`config.mk`:
```
export PLATFORM = sky130hd
export DESIGN_NAME = fp_mul_arbiter
export DESIGN_NICKNAME = d
export VERILOG_FILES = /design/src/rtl/fp_mul_pkg.sv /design/src/rtl/BOOTH_16_BIT.sv /design/src/rtl/rr_arbiter.sv /design/src/rtl/fp_mul_arbiter.sv
export SDC_FILE = /design/constraint.sdc
export NUM_CORES = 2
export LEC_CHECK = 0
export ABC_AREA = 1
export CELL_PAD_IN_SITES_DETAIL_PLACEMENT = 0
export CELL_PAD_IN_SITES_GLOBAL_PLACEMENT = 2
export CORE_ASPECT_RATIO = 1.75
export CORE_MARGIN = 5
export CORE_UTILIZATION = 31
export CTS_BUF_LIST = sky130_fd_sc_hd__clkbuf_2
export DETAILED_ROUTE_END_ITERATION = 7
export PLACE_DENSITY = 0.91
export SYNTH_ARGS = -nofsm -noshare
export SYNTH_HDL_FRONTEND = slang
export SYNTH_HIERARCHICAL = 1
export SYNTH_SLANG_ARGS = --single-unit
```
`constraint.sdc`:
```
create_clock -name clk -period 7.81 [get_ports clk]
set_input_delay 1.1715 -clock clk [delete_from_list [all_inputs] [get_ports clk]]
set_output_delay 1.1715 -clock clk [all_outputs]
set_load 0.01 [all_outputs]
```
`src/rtl/fp_mul_pkg.sv`:
```
// Shared types and FP32 field constants for the shared multiplier arbiter.
package fp_mul_pkg;

    typedef enum logic [1:0] {
        IDLE    = 2'd0,
        COMPUTE = 2'd1,
        RESP    = 2'd2
    } fsm_state_t;

    localparam int EXP_BIAS = 127;
    localparam int EXP_MSB  = 30;
    localparam int EXP_LSB  = 23;
    localparam int SIGN_BIT = 31;

endpackage

```
`src/rtl/BOOTH_16_BIT.sv`:
```
// Combinational FP32 multiplier: no rounding, no denormal/NaN handling.
module BOOTH_16_BIT
    import fp_mul_pkg::*;
(
    input  logic [31:0] i_a,
    input  logic [31:0] i_b,
    output logic [31:0] o_result,
    output logic        o_overflow
);

    logic [23:0] w_ma;
    logic [23:0] w_mb;
    logic [47:0] w_prod;
    logic        w_carry;
    logic [22:0] w_mant;
    logic [8:0]  w_exp;
    logic        w_unused;

    // Hidden bit is always set; exponent-zero inputs are not special-cased.
    assign w_ma    = {1'b1, i_a[EXP_LSB-1:0]};
    assign w_mb    = {1'b1, i_b[EXP_LSB-1:0]};
    assign w_prod  = w_ma * w_mb;
    assign w_carry = w_prod[47];
    assign w_mant  = w_carry ? w_prod[46:24] : w_prod[45:23];

    assign w_exp = {1'b0, i_a[EXP_MSB:EXP_LSB]}
                 + {1'b0, i_b[EXP_MSB:EXP_LSB]}
                 + {8'd0, w_carry}
                 - 9'(EXP_BIAS);

    assign o_result   = {i_a[SIGN_BIT] ^ i_b[SIGN_BIT], w_exp[7:0], w_mant};
    assign o_overflow = w_exp[8];
    assign w_unused   = ^w_prod[22:0];

endmodule

```
`src/rtl/rr_arbiter.sv`:
```
// Combinational round-robin pick starting at i_ptr, wrapping modulo N.
module rr_arbiter #(
    parameter int N    = 4,
    parameter int ID_W = 2
) (
    input  logic [N-1:0]    i_req,
    input  logic [ID_W-1:0] i_ptr,
    output logic            o_valid,
    output logic [ID_W-1:0] o_idx,
    output logic [N-1:0]    o_onehot
);

    localparam int SW = ID_W + 1;

    logic [SW-1:0]   w_sum;
    logic [ID_W-1:0] w_j;

    // Scan farthest-first so the candidate nearest the pointer wins.
    always_comb begin
        o_valid  = 1'b0;
        o_idx    = '0;
        o_onehot = '0;
        w_sum    = '0;
        w_j      = '0;
        for (int k = N - 1; k >= 0; k--) begin
            w_sum = {1'b0, i_ptr} + SW'(k);
            if (w_sum >= SW'(N)) begin
                w_sum = w_sum - SW'(N);
            end
            w_j = w_sum[ID_W-1:0];
            if (i_req[w_j]) begin
                o_valid       = 1'b1;
                o_idx         = w_j;
                o_onehot      = '0;
                o_onehot[w_j] = 1'b1;
            end
        end
    end

endmodule

```
`src/rtl/fp_mul_arbiter.sv`:
```
// Round-robin sharing of one FP32 multiplier among NUM_REQ requesters.
// Optional FPMUL_ZERO_FLUSH_EN: zero-exponent operands give a signed zero.
module fp_mul_arbiter #(
    parameter int NUM_REQ  = 4,
    parameter int ID_W     = 2,
    parameter int MUL_WAIT = 2
) (
    input  logic                  clk,
    input  logic                  rst,
    input  logic [NUM_REQ-1:0]    req_valid,
    input  logic [NUM_REQ*32-1:0] req_a,
    input  logic [NUM_REQ*32-1:0] req_b,
    output logic [NUM_REQ-1:0]    req_ready,
    output logic                  rsp_valid,
    input  logic                  rsp_ready,
    output logic [ID_W-1:0]       rsp_id,
    output logic [31:0]           rsp_result,
    output logic                  rsp_overflow,
    output logic                  busy
);

    import fp_mul_pkg::*;

    localparam int CNT_W = (MUL_WAIT > 1) ? $clog2(MUL_WAIT) : 1;

    fsm_state_t       r_state;
    fsm_state_t       w_next;
    logic [ID_W-1:0]  r_ptr;
    logic [ID_W-1:0]  r_id;
    logic [CNT_W-1:0] r_cnt;
    logic [31:0]      r_op_a;
    logic [31:0]      r_op_b;

    logic               w_gnt_valid;
    logic [ID_W-1:0]    w_gnt_idx;
    logic [NUM_REQ-1:0] w_gnt_onehot;
    logic [31:0]        w_mul_res;
    logic               w_mul_ovf;
    logic [31:0]        w_res;
    logic               w_ovf;

    rr_arbiter #(
        .N    (NUM_REQ),
        .ID_W (ID_W)
    ) u_arb (
        .i_req    (req_valid),
        .i_ptr    (r_ptr),
        .o_valid  (w_gnt_valid),
        .o_idx    (w_gnt_idx),
        .o_onehot (w_gnt_onehot)
    );

    BOOTH_16_BIT u_mul (
        .i_a        (r_op_a),
        .i_b        (r_op_b),
        .o_result   (w_mul_res),
        .o_overflow (w_mul_ovf)
    );

`ifdef FPMUL_ZERO_FLUSH_EN
    logic w_zero;
    assign w_zero = (r_op_a[EXP_MSB:EXP_LSB] == '0)
                 || (r_op_b[EXP_MSB:EXP_LSB] == '0);
    assign w_res  = w_zero
                  ? {r_op_a[SIGN_BIT] ^ r_op_b[SIGN_BIT], 31'd0}
                  : w_mul_res;
    assign w_ovf  = w_mul_ovf & ~w_zero;
`else
    assign w_res = w_mul_res;
    assign w_ovf = w_mul_ovf;
`endif

    always_comb begin
        w_next    = r_state;
        req_ready = '0;
        unique case (r_state)
            IDLE: begin
                if (!rst) begin
                    req_ready = w_gnt_onehot;
                end
                if (w_gnt_valid) begin
                    w_next = COMPUTE;
                end
            end
            COMPUTE: begin
                if (r_cnt == '0) begin
                    w_next = RESP;
                end
            end
            RESP: begin
                if (rsp_ready) begin
                    w_next = IDLE;
                end
            end
            default: w_next = IDLE;
        endcase
    end

    assign busy = (r_state != IDLE);

    always_ff @(posedge clk or posedge rst) begin
        if (rst) begin
            r_state <= IDLE;
        end else begin
            r_state <= w_next;
        end
    end

    always_ff @(posedge clk or posedge rst) begin
        if (rst) begin
            r_ptr        <= '0;
            r_id         <= '0;
            r_cnt        <= '0;
            r_op_a       <= '0;
            r_op_b       <= '0;
            rsp_valid    <= 1'b0;
            rsp_id       <= '0;
            rsp_result   <= '0;
            rsp_overflow <= 1'b0;
        end else begin
            unique case (r_state)
                IDLE: begin
                    if (w_gnt_valid) begin
                        r_op_a <= req_a[{w_gnt_idx, 5'd0} +: 32];
                        r_op_b <= req_b[{w_gnt_idx, 5'd0} +: 32];
                        r_id   <= w_gnt_idx;
                        r_cnt  <= CNT_W'(MUL_WAIT - 1);
                        r_ptr  <= (w_gnt_idx == ID_W'(NUM_REQ - 1))
                                ? '0 : w_gnt_idx + 1'b1;
                    end
                end
                COMPUTE: begin
                    if (r_cnt == '0) begin
                        rsp_result   <= w_res;
                        rsp_overflow <= w_ovf;
                        rsp_id       <= r_id;
                        rsp_valid    <= 1'b1;
                    end else begin
                        r_cnt <= r_cnt - 1'b1;
                    end
                end
                RESP: begin
                    if (rsp_ready) begin
                        rsp_valid <= 1'b0;
                    end
                end
                default: ;
            endcase
        end
    end

endmodule
```
==> results.sh <==
export IMPL_clock_root_buffer="sky130_fd_sc_hd__clkbuf_2"
export IMPL_critPathCapture="rsp_overflow$_DFFE_PP0P_"
export IMPL_critical_path_arrival_ns=8.54
export IMPL_ios=304
export IMPL_min_delay_path_depth=2
export IMPL_grtUsageTotal_pct=21.1
export IMPL_timing_clock_skew_ns=0.111
export IMPL_layout_area_overhead_vs_synth_pct=27.1
export IMPL_regToRegStartpoint="r_op_a[12]$_DFFE_PP0P_"
export IMPL_seq_area_frac_synth_pct=9.78
export IMPL_die_w_um=235
export IMPL_syn_area_um2=27400
export IMPL_maximum_number_of_pins_on_one_net_before_global_route_repair=71
export IMPL_slew_limit_headroom_pct=44.5
export IMPL_dpl_hpwl_mm=86.6
export IMPL_min_delay_worst_type="register to register"
export IMPL_global_route_overflow_total=0
export IMPL_fin_nets=5338
export IMPL_drt_iter0_drc=1077
export IMPL_tritoncts="built"
export IMPL_timing_worst_setup_path_type="register to register"
export IMPL_post_synth_inst_count=3905
export IMPL_syn_mean_instance_area_um2=7.01
export IMPL_die_area_um2=94600
export IMPL_worst_endpoint_required_ns=8.56
export IMPL_cp_start_kind="register"
export IMPL_crit_top_cell="sky130_fd_sc_hd__fa_1"
export IMPL_postLayoutCoreUtil_pct=39.6
export IMPL_ff2ff_setup_slack_ns=0.03
export IMPL_critical_path_peak_fanout=10
export IMPL_min_period_over_period_pct=99.7
export IMPL_synthDominantAreaCellType="sky130_fd_sc_hd__fa_1"
export IMPL_clk_path_buf_depth=2
export IMPL_grt_pass1_wl_mm=154
export IMPL_core_rowCount=144
export IMPL_worst_pin_slew_ns=0.832
export IMPL_cts_clk_pin_slew_worst_paths_ns=0.38
export IMPL_vias_per_cell=4.53
export IMPL_placed_cells=5499
export IMPL_slowest_stage="sky130_fd_sc_hd__fa_1"
export IMPL_insertion_delay_ns=0.82
export IMPL_final_cell_count_no_fill=5580
export IMPL_ys_types=41
export IMPL_reg2reg_depth=41
export IMPL_synth_top_cells_by_area="sky130_fd_sc_hd__fa_1 35%, sky130_fd_sc_hd__nand2_1 19%, sky130_fd_sc_hd__inv_1 14%"
export IMPL_core_area_um2=87900
export IMPL_final_max_slew_viol_count=0
export IMPL_drv_max_cap_violation_count=0
export IMPL_report_final_hold_viol_count=0
export IMPL_critPathMaxStageDelay_ns=0.57
export IMPL_drt_wl_total_mm=100
export IMPL_place_gp_congestion=0.944
export IMPL_yosys_register_bits=107
export IMPL_setup_viol=0
export IMPL_final_common_cell="sky130_fd_sc_hd__nand2_1"
export IMPL_die_y_um=403
export IMPL_htree_num_levels=3
export IMPL_initial_antenna_violation_count=6
export IMPL_drt_wirelength_per_cell_um=18.0
export IMPL_post_route_cells_drive_above_1_share_pct=12.0
export IMPL_status="completed"
export IMPL_maxClockFrequency_mhz=128
export IMPL_rsz0062_at_grt="yes"
export IMPL_num_vias=25292
export IMPL_detail_route_drc_violations=0
export IMPL_yosysTopAreaCellShare_pct=35.2
export IMPL_final_min_clock_period_ns=7.78
export IMPL_critPathCaptureType="register"
export IMPL_sink_count=107
export IMPL_timing_rr_end="rsp_overflow$_DFFE_PP0P_"
export IMPL_firstDrtPassIters=5
export IMPL_critical_path_startpoint="r_op_a[12]$_DFFE_PP0P_"
export IMPL_most_common_layout_cells="1373 x sky130_fd_sc_hd__nand2_1, 1021 x sky130_fd_sc_hd__inv_1, 455 x sky130_fd_sc_hd__fa_1, 303 x sky130_fd_sc_hd__clkdlybuf4s50_1, 294 x sky130_fd_sc_hd__buf_4"
export IMPL_first_global_vias=27685
export IMPL_port_buffers=303
export IMPL_layout_filler_cells=9405
export IMPL_synthesis_yosys_warnings=6
export IMPL_initial_core_util_pct=31.1
export IMPL_detail_route_antenna_nets=0
export IMPL_postSynthNetCount=4843
export IMPL_tritoncts_num_buffers=9
## registers in the layout, indices dropped and copies added (netlist names)
signal	count
r_op_a	32
r_op_b	32
rsp_result	32
r_id	2
r_ptr	2
r_state	2
rsp_id	2
r_cnt	1
rsp_overflow	1
rsp_valid	1
## layer usage
layer | GRT usage, % | wire length, um | vias to the layer above
met2 | 42.5 | 56800 | 629
met3 | 1.66 | 2700 | 277
met5 | 0 | 0 | -
li1 | - | - | 12118
met1 | 19.5 | 32300 | 12268
met4 | 14.8 | 8570 | 0
## synth_stat cells
cell and count:
sky130_fd_sc_hd__a21oi_4 1, sky130_fd_sc_hd__dfrtp_1 107, sky130_fd_sc_hd__o21ai_1 5, sky130_fd_sc_hd__a21boi_0 4, sky130_fd_sc_hd__buf_4 11, sky130_fd_sc_hd__inv_2 6, sky130_fd_sc_hd__nor3_1 11, sky130_fd_sc_hd__inv_4 1
sky130_fd_sc_hd__nor3_2 1, sky130_fd_sc_hd__a21boi_1 1, sky130_fd_sc_hd__xnor2_1 9, sky130_fd_sc_hd__nor2_2 2, sky130_fd_sc_hd__inv_1 1045, sky130_fd_sc_hd__ha_1 193, sky130_fd_sc_hd__and2_1 1, sky130_fd_sc_hd__nor2_4 4
sky130_fd_sc_hd__buf_2 45, sky130_fd_sc_hd__a21o_1 3, sky130_fd_sc_hd__clkinv_1 1, sky130_fd_sc_hd__or2_0 3, sky130_fd_sc_hd__o21ai_0 39, sky130_fd_sc_hd__o21a_1 5, sky130_fd_sc_hd__buf_1 2, sky130_fd_sc_hd__a31oi_1 1
sky130_fd_sc_hd__o31ai_1 1, sky130_fd_sc_hd__xor2_1 12, sky130_fd_sc_hd__fa_1 482, sky130_fd_sc_hd__nand3_1 209, sky130_fd_sc_hd__and3_1 1, sky130_fd_sc_hd__o21ai_2 1, sky130_fd_sc_hd__o21bai_1 5, sky130_fd_sc_hd__nand2_2 5
sky130_fd_sc_hd__nand2_1 1399, sky130_fd_sc_hd__nor4_1 2, sky130_fd_sc_hd__nor2_1 96, sky130_fd_sc_hd__nand3_2 6, sky130_fd_sc_hd__nand4_1 12, sky130_fd_sc_hd__buf_6 4, sky130_fd_sc_hd__clkbuf_1 99, sky130_fd_sc_hd__nand2_4 5
sky130_fd_sc_hd__a21oi_1 65
## how the worst min path moves through the flow
stage	start	endpoint	slack, ns
after floorplan	r_op_a[30]$_DFFE_PP0P_	r_op_a[30]$_DFFE_PP0P_	0.45
after global placement	rsp_result[31]$_DFFE_PP0P_	rsp_result[31]$_DFFE_PP0P_	0.46
after detailed placement	rsp_result[11]$_DFFE_PP0P_	rsp_result[11]$_DFFE_PP0P_	0.46
after CTS	r_cnt$_DFFE_PP0P_	r_state[0]$_DFFE_PP0P_	0.50
after global routing	r_state[0]$_DFFE_PP0P_	r_state[1]$_DFFE_PP0P_	0.53
final	r_cnt$_DFFE_PP0P_	r_state[0]$_DFFE_PP0P_	0.48
## critical path, delay by kind of cell, from the launching register on
kind / cells / cell delay (ns)
buf+inv: 10 / 0.80
flops: 1 / 0.48
simple gates: 15 / 1.28
xor+xnor: 1 / 0.17
fa+ha+maj: 10 / 4.43
compound gates: 5 / 0.54
## layout make-up
type	instances	area (um^2)	share of cell area [%]
Clock buffer	10	50.0	0.144
Multi-Input combinational cell	2584	20500	59.0
Clock inverter	6	63.8	0.183
Inverter	1053	3960	11.4
Sequential cell	107	2700	7.76
Timing Repair Buffer	645	6010	17.3
Tap cell	1168	1460	4.20
Antenna cell	7	17.5	0.0504
## through the flow
step	worst slack (ns)	hold slack, ns	instance area (um^2)	setup TNS (ns)
3_3_place_gp	-0.385	0.456	33500	-0.848
5_1_grt	-0.261	0.529	34800	-0.766
6_report	0.0262	0.484	34800	0
3_5_place_dp	-0.499	0.459	33500	-1.44
4_1_cts	0.00249	0.502	34000	0
2_1_floorplan	0.179	0.449	27400	0
## logic make-up (layout without fill, tap and decap cells)
logic type	after synthesis	after routing	synth area share (%)
simple gates	1757	1757	25.7
buf+inv	1214	1714	17.1
fa+ha+maj	675	675	44.1
compound gates	131	131	2.63
flops	107	107	9.78
xor+xnor	21	21	0.672
other cells	0	7	0
## timing repair
item                       CTS  global route
gates resized for setup     55           128
cloned                       0             1
setup endpoints to repair    7             8
pin swaps                   37           103
hold buffers                 0             0
buffers inserted            24            35
Power is left out: the tool's default activity adds up to more than one toggle a clock period on the data nets, which glitch-free logic cannot reach.
